File: src/rtl/mips_pkg.sv
// Shared MIPS pipeline definitions: fetch FSM states, NOP encoding,
// default reset vector and opcode field helpers.
package mips_pkg;

    typedef enum logic [1:0] {
        ST_IDLE = 2'b00,
        ST_WAIT = 2'b01,
        ST_HOLD = 2'b10
    } fetch_state_e;

    localparam logic [31:0] NOP_INSTR        = 32'h0000_0000;
    localparam logic [31:0] DEFAULT_RESET_PC = 32'h0000_0000;
    localparam int          OPCODE_MSB       = 31;
    localparam int          OPCODE_LSB       = 26;

    function automatic logic [5:0] getOpCode(input logic [31:0] instr);
        return instr[OPCODE_MSB:OPCODE_LSB];
    endfunction

endpackage

File: src/rtl/if_id_register.sv
// IF/ID pipeline register: bubble beats load, otherwise the contents hold.
module if_id_register
    import mips_pkg::*;
(
    input  logic        clk,
    input  logic        rst_n,
    input  logic        load,
    input  logic        bubble,
    input  logic [31:0] nextInstr,
    input  logic [31:0] nextPcPlus4,
    output logic [31:0] instr,
    output logic [31:0] pcPlus4,
    output logic        valid
);

    logic [31:0] instrR;
    logic [31:0] pcPlus4R;
    logic        validR;

    // Pipeline register update; a bubble leaves pcPlus4 untouched.
    always_ff @(posedge clk) begin
        if (!rst_n) begin
            instrR   <= NOP_INSTR;
            pcPlus4R <= 32'h0000_0000;
            validR   <= 1'b0;
        end else if (bubble) begin
            instrR   <= NOP_INSTR;
            pcPlus4R <= pcPlus4R;
            validR   <= 1'b0;
        end else if (load) begin
            instrR   <= nextInstr;
            pcPlus4R <= nextPcPlus4;
            validR   <= 1'b1;
        end else begin
            instrR   <= instrR;
            pcPlus4R <= pcPlus4R;
            validR   <= validR;
        end
    end

    assign instr   = instrR;
    assign pcPlus4 = pcPlus4R;
    assign valid   = validR;

endmodule

File: src/rtl/fetch_stage.sv
// Instruction fetch stage: PC, fetch FSM with a one-entry hold buffer for
// data returned under stall, redirect handling and delivered-instruction count.
module fetch_stage
    import mips_pkg::*;
#(
    parameter logic [31:0] RESET_PC = DEFAULT_RESET_PC
) (
    input  logic        clk,
    input  logic        rst_n,
    input  logic        stall,
    input  logic        branchTaken,
    input  logic [31:0] branchTarget,
    input  logic        jump,
    input  logic [25:0] jumpIndex,
    output logic        imemReq,
    output logic [31:0] imemAddr,
    input  logic        imemReady,
    input  logic [31:0] imemData,
    output logic [31:0] pc,
    output logic [31:0] ifIdInstr,
    output logic [31:0] ifIdPcPlus4,
    output logic        ifIdValid,
    output logic [5:0]  opCode,
    output logic [31:0] fetchCount
);

    fetch_state_e stateR;
    fetch_state_e nextStateS;
    logic [31:0]  pcR;
    logic [31:0]  nextPcS;
    logic [31:0]  pcPlus4S;
    logic [31:0]  fetchCountR;
    logic [31:0]  holdInstrR;
    logic [31:0]  holdPcPlus4R;
    logic         imemReqR;
    logic         redirectS;
    logic [31:0]  targetS;
    logic         ifLoadS;
    logic         ifBubbleS;
    logic [31:0]  ifInstrS;
    logic [31:0]  ifPcPlus4S;
    logic         holdCaptureS;
    logic         holdClearS;
    logic         countIncS;

    assign pcPlus4S  = pcR + 32'd4;
    assign redirectS = branchTaken | jump;
    // Branch wins over jump: it belongs to the older instruction.
    assign targetS   = branchTaken ? (branchTarget & 32'hFFFF_FFFC)
                                   : {ifIdPcPlus4[31:28], jumpIndex, 2'b00};

    // Next-state, next-PC and IF/ID control decode.
    always_comb begin
        nextStateS   = stateR;
        nextPcS      = pcR;
        ifLoadS      = 1'b0;
        ifBubbleS    = 1'b0;
        ifInstrS     = imemData;
        ifPcPlus4S   = pcPlus4S;
        holdCaptureS = 1'b0;
        holdClearS   = 1'b0;
        countIncS    = 1'b0;
        case (stateR)
            ST_IDLE: begin
                nextStateS = ST_WAIT;
            end
            ST_WAIT: begin
                if (imemReady) begin
                    nextPcS = pcPlus4S;
                    if (stall) begin
                        holdCaptureS = 1'b1;
                        nextStateS   = ST_HOLD;
                    end else begin
                        ifLoadS   = 1'b1;
                        countIncS = 1'b1;
                    end
                end else if (!stall) begin
                    ifBubbleS = 1'b1;
                end else begin
                    ifBubbleS = 1'b0;
                end
            end
            ST_HOLD: begin
                if (!stall) begin
                    ifLoadS    = 1'b1;
                    ifInstrS   = holdInstrR;
                    ifPcPlus4S = holdPcPlus4R;
                    countIncS  = 1'b1;
                    nextStateS = ST_WAIT;
                end else begin
                    nextStateS = ST_HOLD;
                end
            end
            default: begin
                nextStateS = ST_IDLE;
            end
        endcase
        // Redirect overrides stall and discards any returned or held data.
        if (redirectS) begin
            nextPcS      = targetS;
            ifLoadS      = 1'b0;
            ifBubbleS    = 1'b1;
            holdCaptureS = 1'b0;
            holdClearS   = 1'b1;
            countIncS    = 1'b0;
            nextStateS   = ST_WAIT;
        end else begin
            holdClearS = 1'b0;
        end
    end

    // State, PC, counter, request and hold buffer registers.
    always_ff @(posedge clk) begin
        if (!rst_n) begin
            stateR       <= ST_IDLE;
            pcR          <= {RESET_PC[31:2], 2'b00};
            fetchCountR  <= 32'h0000_0000;
            holdInstrR   <= NOP_INSTR;
            holdPcPlus4R <= 32'h0000_0000;
            imemReqR     <= 1'b0;
        end else begin
            stateR      <= nextStateS;
            pcR         <= nextPcS;
            fetchCountR <= countIncS ? fetchCountR + 32'd1 : fetchCountR;
            imemReqR    <= (nextStateS == ST_WAIT);
            if (holdClearS) begin
                holdInstrR   <= NOP_INSTR;
                holdPcPlus4R <= 32'h0000_0000;
            end else if (holdCaptureS) begin
                holdInstrR   <= imemData;
                holdPcPlus4R <= pcPlus4S;
            end else begin
                holdInstrR   <= holdInstrR;
                holdPcPlus4R <= holdPcPlus4R;
            end
        end
    end

    if_id_register u_ifId (
        .clk         (clk),
        .rst_n       (rst_n),
        .load        (ifLoadS),
        .bubble      (ifBubbleS),
        .nextInstr   (ifInstrS),
        .nextPcPlus4 (ifPcPlus4S),
        .instr       (ifIdInstr),
        .pcPlus4     (ifIdPcPlus4),
        .valid       (ifIdValid)
    );

    assign pc         = pcR;
    assign imemAddr   = pcR;
    assign imemReq    = imemReqR;
    assign fetchCount = fetchCountR;
    assign opCode     = getOpCode(ifIdInstr);

endmodule

File: config.mk
export PLATFORM = sky130hd
export DESIGN_NAME = fetch_stage
export DESIGN_NICKNAME = d
export VERILOG_FILES = /design/src/rtl/mips_pkg.sv /design/src/rtl/if_id_register.sv /design/src/rtl/fetch_stage.sv
export SDC_FILE = /design/constraint.sdc
export NUM_CORES = 1
export LEC_CHECK = 0
export ABC_AREA = 1
export CAP_MARGIN = 20
export CORE_ASPECT_RATIO = 0.8
export CORE_UTILIZATION = 45
export CTS_BUF_LIST = sky130_fd_sc_hd__clkbuf_4
export CTS_CLUSTER_SIZE = 14
export DETAILED_ROUTE_END_ITERATION = 8
export PLACE_DENSITY_LB_ADDON = 0.1
export RECOVER_POWER = 50
export SLEW_MARGIN = 10
export SYNTH_ARGS = -nofsm -noshare
export SYNTH_HDL_FRONTEND = slang
export SYNTH_HIERARCHICAL = 1
export SYNTH_SLANG_ARGS = --single-unit
File: constraint.sdc
create_clock -name clk -period 2.4 [get_ports clk]
set_input_delay 0.6 -clock clk [delete_from_list [all_inputs] [get_ports clk]]
set_output_delay 0.6 -clock clk [all_outputs]
set_load 0.02 [all_outputs]
# Word level (Yosys, flattened, before mapping)
# Cells that the tools add are included.
# word_totals
output_inout_bits	168
elab_cells	49
input_bits	96
register_bits	196
# classes
reduce_logical	7
add_sub_neg	2
n_eq_ne	3
n_mux	25
bitwise	3
# op_table
operator	n
32-bit two-way mux	8
32-bit by 1-bit adder with 32-bit output, second input constant	1
32-bit by 3-bit adder with 32-bit output, second input constant	1
1-bit two-way mux	11
2-bit two-way mux	4
2-bit one-hot mux with 3 select lines	1
2-bit by 1-bit equality test with 1-bit output, second input constant	2
2-bit AND reduction	2
2-bit nonzero test	2
2-bit OR reduction	2
2-bit equality test, second input constant	1
2-bit zero test	1
1-bit NOT	2
1-bit one-hot mux with 2 select lines	1
1-bit bitwise OR	1

# Logic depth before layout (Yosys ltp)
# depth
ltp_word	6
ltp_mapped	14
mapped_depth_nobuf	14

# Modules after synthesis
# Netlist, hierarchy kept.
# by_module_without_submodules
module	area_per_inst_um2	instances	seq_area_each_um2	cells_each
fetch_stage	7737.4	1	2542.4	1207
if_id_register	2532.4	1	1301.2	350

# Worst setup path before layout
# OpenSTA, ideal clock, no wires.
# synth_path
path_kind	input to register
startpoint	input port branchTaken
endpoint	register u_ifId.pcPlus4R[14] (netlist: u_ifId/pcPlus4[14])
stages	12
setup_time_ns	0.113
path_slack_ns	0.440
t_arrival_ns	1.847
path_cell_list	buf_6 clkinv_4 nand2_8 nor2_4 nand2_4 inv_2 buf_4 buf_4 buf_2 nand3_1 nand2_1 nor2_1
# synth_via
elab_cells_between_ends	5
cone_classes	mux: 2; bitwise: 2; reduce/logical: 1
# synth_lines
element	line_no	source
start: declaration	fetch_stage.sv:11	input logic branchTaken,
1-bit bitwise OR	fetch_stage.sv:47	assign redirectS = branchTaken | jump;
1-bit two-way mux	n/a	
net countIncS	fetch_stage.sv:44	logic countIncS;
2-bit AND reduction (no line)	n/a	
end signal: assignment	if_id_register.sv:28	pcPlus4R <= pcPlus4R;
end signal: assignment	if_id_register.sv:32	pcPlus4R <= nextPcPlus4;
end signal: assignment	if_id_register.sv:36	pcPlus4R <= pcPlus4R;
end: declaration	if_id_register.sv:17	logic [31:0] pcPlus4R;
# The timed path passes the listed nets, and every way through them passes these cells.
# A chain may end at the register's enable or synchronous reset.

# Worst setup path after layout
# layout_path
startpoint	register fetchCountR[0] (netlist: fetchCount[0])
endpoint	output port fetchCount[0]
# layout_lines
element	line_no	source
start: declaration	fetch_stage.sv:32	logic [31:0] fetchCountR;
start signal: assignment	fetch_stage.sv:124	fetchCountR <= countIncS ? fetchCountR + 32'd1 : fetchCountR;
end: declaration	fetch_stage.sv:24	output logic [31:0] fetchCount
# No word-level cell between the ends.

==> qor.txt <==
==========================================================================
Layout cell share with drive strength beyond 1 ..............       0.0834
Router iterations before antenna repair .....................            6
Area Growth Syn to Fin ......................................        28.8%
Max-cap viol count ..........................................            0
Routed vias/inst ............................................         5.00
H-Tree Depth ................................................            4
Post-Syn Area ...............................................    10300 µm²
Peak Freq ...................................................      433 MHz
Initial antenna violation count .............................            1
Ranking of synthesized cells by instance count .............. 454 x nand2_1, 239 x nor2_1, 192 x dfxtp_1
Post-CTS setup buffer count .................................            0
Summed negative setup slack over all endpoints ..............         0 ps
Initial DRC count ...........................................          675
Worst-path clk slew .........................................       180 ps
Number of failing hold endpoints at the final stage .........            0
Sinks on Clock Net ..........................................          192
Min-Delay Startpoint ........................................        rst_n
Run status ..................................................    completed
Worst setup startpoint ...................................... fetchCount[0]$_SDFFE_PN0P_
Final Max Tran Viols ........................................            0
Data required, critical path ................................      1800 ps
Kind of cell adding the most delay to the critical path ..... buffers and inverters
Comb power frac .............................................        0.150
Height of the die ...........................................       137 µm
Cell Int Power ..............................................      4370 µW
Final setup margin ..........................................      90.8 ps
Cell type with the largest total area after synthesis .......      dfxtp_1
Crit path buf inv count .....................................            1
Antenna-violating nets left .................................            0
Number of port buffers ......................................          257
Initial standard-cell utilization of the core ...............        0.458
Count of flip-flops with a built-in enable after synthesis ..            0
Critical path endpoint category ............................. primary output
VDD IR-drop max .............................................   0.000344 V
Placement-stage worst setup slack ...........................      -147 ps
Startpoint of the lowest-slack register-to-register path .... stateR[1]$_SDFF_PN0_
Total grt overflow ..........................................            0
Number of hold-repair buffers added at the cts stage ........            0
Max FO, Critical Path .......................................            5
Tightest slew margin relative to the limit ..................        0.450
Type of the most critical hold path .........................    in -> reg
DRC violation count after routing ...........................            0
Area fraction of the dominant cell type after synthesis .....        0.374
Part of the cycle the worst path needs ......................        0.962
Clock latency on the worst-skew pair ........................       600 ps
Data arrival time of the worst path .........................      1710 ps
Number of placement rows ....................................           49
Number of nets in the finished design .......................         1876
Post-synthesis async set-or-reset flop share ................            0
Power density over the cells ................................   474 nW/µm²
Skew final ..................................................      34.8 ps
Pin count of the biggest net entering global routing ........           40
Die Width ...................................................       171 µm
Placed cell count ...........................................         2061
GP Congestion ...............................................        0.966
Floorplan core area .........................................    22400 µm²
Cell types occupying the most area after synthesis .......... dfxtp_1 37%, nand2_1 17%, nor2_1 8.7%
CTS Buffer Depth ............................................            2
Half-perimeter wire length of the detailed placement result .     22200 µm
Post-layout utilization of the core .........................        0.590
Slowest CP cell ............................................. clkdlybuf4s50_1
Sequential share of power ...................................        0.533
Cell breakdown of the critical path ......................... clkdlybuf4s50_1
Most common cell in the synthesized netlist .................      nand2_1
Switching component of the power ............................      1890 µW
Routed vias .................................................        10500
Leakage power total .........................................   0.00510 µW
Sequential area share after synthesis .......................        0.374
Post-route non-filler standard cell count ...................         2094
Switching part of the total power ...........................        0.302
Post-layout total power .....................................      6270 µW
Synthesized instance count ..................................         1557
Io pins .....................................................          264
CTS Root Cell ...............................................     clkbuf_4
Type of the worst setup path ................................   reg -> out
Dominant register cell in the synthesized netlist ...........      dfxtp_1
TritonCTS clock tree ........................................        built
Post-synthesis area per instance ............................     6.60 µm²
Number of unique standard cell types used by synthesis ......           40
Count of final setup violators ..............................            0
Slew of the pin with the lowest slew margin .................       823 ps
Final routed wirelength across all metal layers .............     30800 µm
Critical path startpoint category ...........................    flip-flop
Via count of the first global-routing pass ..................         9136
Part of the power in the clock network ......................        0.317
Setup repair after global routing missed its margin .........           no
First-pass GRT wire length ..................................     47400 µm
Total CTS buffers ...........................................           17
Synth Register Bits .........................................          192
Detailed-route wire length per cell .........................      14.7 µm
Fill cells ..................................................         2236
Critical path's largest stage delay .........................       640 ps
Die area ....................................................    23400 µm²
Number of warnings issued by yosys ..........................            6
Final Critical Period .......................................      2310 ps
Global routing usage summed across all routing layers .......        0.260
==========================================================================
[flip-flops by register name (all words and copies together), names as in the netlist]
register	count
holdInstrR	32
u_ifId/valid	1
fetchCount	32
imemAddr	30
stateR	2
u_ifId/instr	32
holdPcPlus4R	30
u_ifId/pcPlus4	32
imemReq	1
[power by group through the flow]
| stage | sequential, µW | combinational (µW) | clock (µW) |
|---|---|---|---|
| floorplan | 3420 | 480 | 0 |
| global placement | 3400 | 954 | 0 |
| detailed placement | 3400 | 963 | 0 |
| CTS | 3330 | 964 | 2040 |
| global route | 3350 | 1010 | 2160 |
| finish | 3340 | 940 | 1990 |
[path summary, 6_finish.rpt]
kind	to	slack, ps	cells past startpoint
max	fetchCount[0]	90	1
min	holdPcPlus4R[5]$_SDFFE_PP0P_	410	5
max reg2reg	holdPcPlus4R[26]$_SDFFE_PP0P_	180	11
min reg2reg	u_ifId/instr[16]$_SDFFE_PP0P_	470	2
[routing by layer]
layer / routed length (µm) / vias to the layer above / share of wire / global-route usage
met5: 0 / - / 0 / 0
met4: 656 / 0 / 0.021 / 0.0774
met3: 2230 / 29 / 0.072 / 0.0599
met2: 14300 / 318 / 0.46 / 0.443
met1: 13700 / 4809 / 0.44 / 0.328
li1: - / 5305 / - / -
[metrics by stage]
stage / cell area [µm²] / hold slack, ps
2_1_floorplan: 10300 / 455
3_3_place_gp: 13100 / 449
3_5_place_dp: 13100 / 453
4_1_cts: 13400 / 373
5_1_grt: 13200 / 385
6_report: 13200 / 413
[timing repair]
action | in CTS | in global routing
endpoints found under the setup margin | 23 | 38
cloned | 0 | 0
gates resized for setup | 14 | 26
[tightest hold or removal path: cells and delay by family]
kind | cells | cell delay [ps]
AOI/OAI and AO/OA | 2 | 100
and+or+nand+nor | 1 | 50
buffers and inverters | 2 | 210
[kinds of logic after synthesis]
logic type | Yosys count | synth area share
fa+ha+maj | 6 | 0.00731
other cells | 1 | 0.000365
flops | 192 | 0.374
buf+inv | 261 | 0.122
xor+xnor | 20 | 0.0214
compound gates | 262 | 0.140
simple gates | 815 | 0.335
[layout by cell type, fill, tap and decap left out, types with 5 or more instances in the layout]
master | synthesis | layout
clkdlybuf4s50_1 | 0 | 242
nor3_1 | 5 | 6
nand4_1 | 5 | 5
buf_4 | 44 | 33
inv_8 | 0 | 5
clkbuf_1 | 35 | 17
inv_2 | 10 | 8
o21ai_0 | 110 | 120
nand2_2 | 9 | 7
conb_1 | 1 | 6
a221oi_1 | 22 | 22
a31oi_1 | 6 | 6
xnor2_1 | 5 | 5
a21oi_1 | 96 | 96
xor2_2 | 6 | 6
nand3_1 | 66 | 66
buf_12 | 0 | 7
nor2_4 | 11 | 8
inv_1 | 135 | 137
nor2_1 | 239 | 242
nor2_2 | 6 | 6
dfxtp_1 | 192 | 166
clkbuf_4 | 0 | 20
xor2_1 | 9 | 9
a22oi_1 | 9 | 9
nand2_1 | 454 | 457
dfxtp_2 | 0 | 26
ha_1 | 6 | 6
[final cells by class]
cell class | instances | area [µm²] | area share
tap | 306 | 383 | 0.0289
inverter | 146 | 553 | 0.0418
sequential | 192 | 3880 | 0.293
clock buffer | 18 | 135 | 0.0102
clock inverter | 14 | 193 | 0.0146
timing repair buffer | 308 | 2940 | 0.222
multi-input combinational | 1109 | 5150 | 0.390
antenna | 1 | 2.50 | 0.000189
Note: power is estimated with default switching activity, not from simulation.
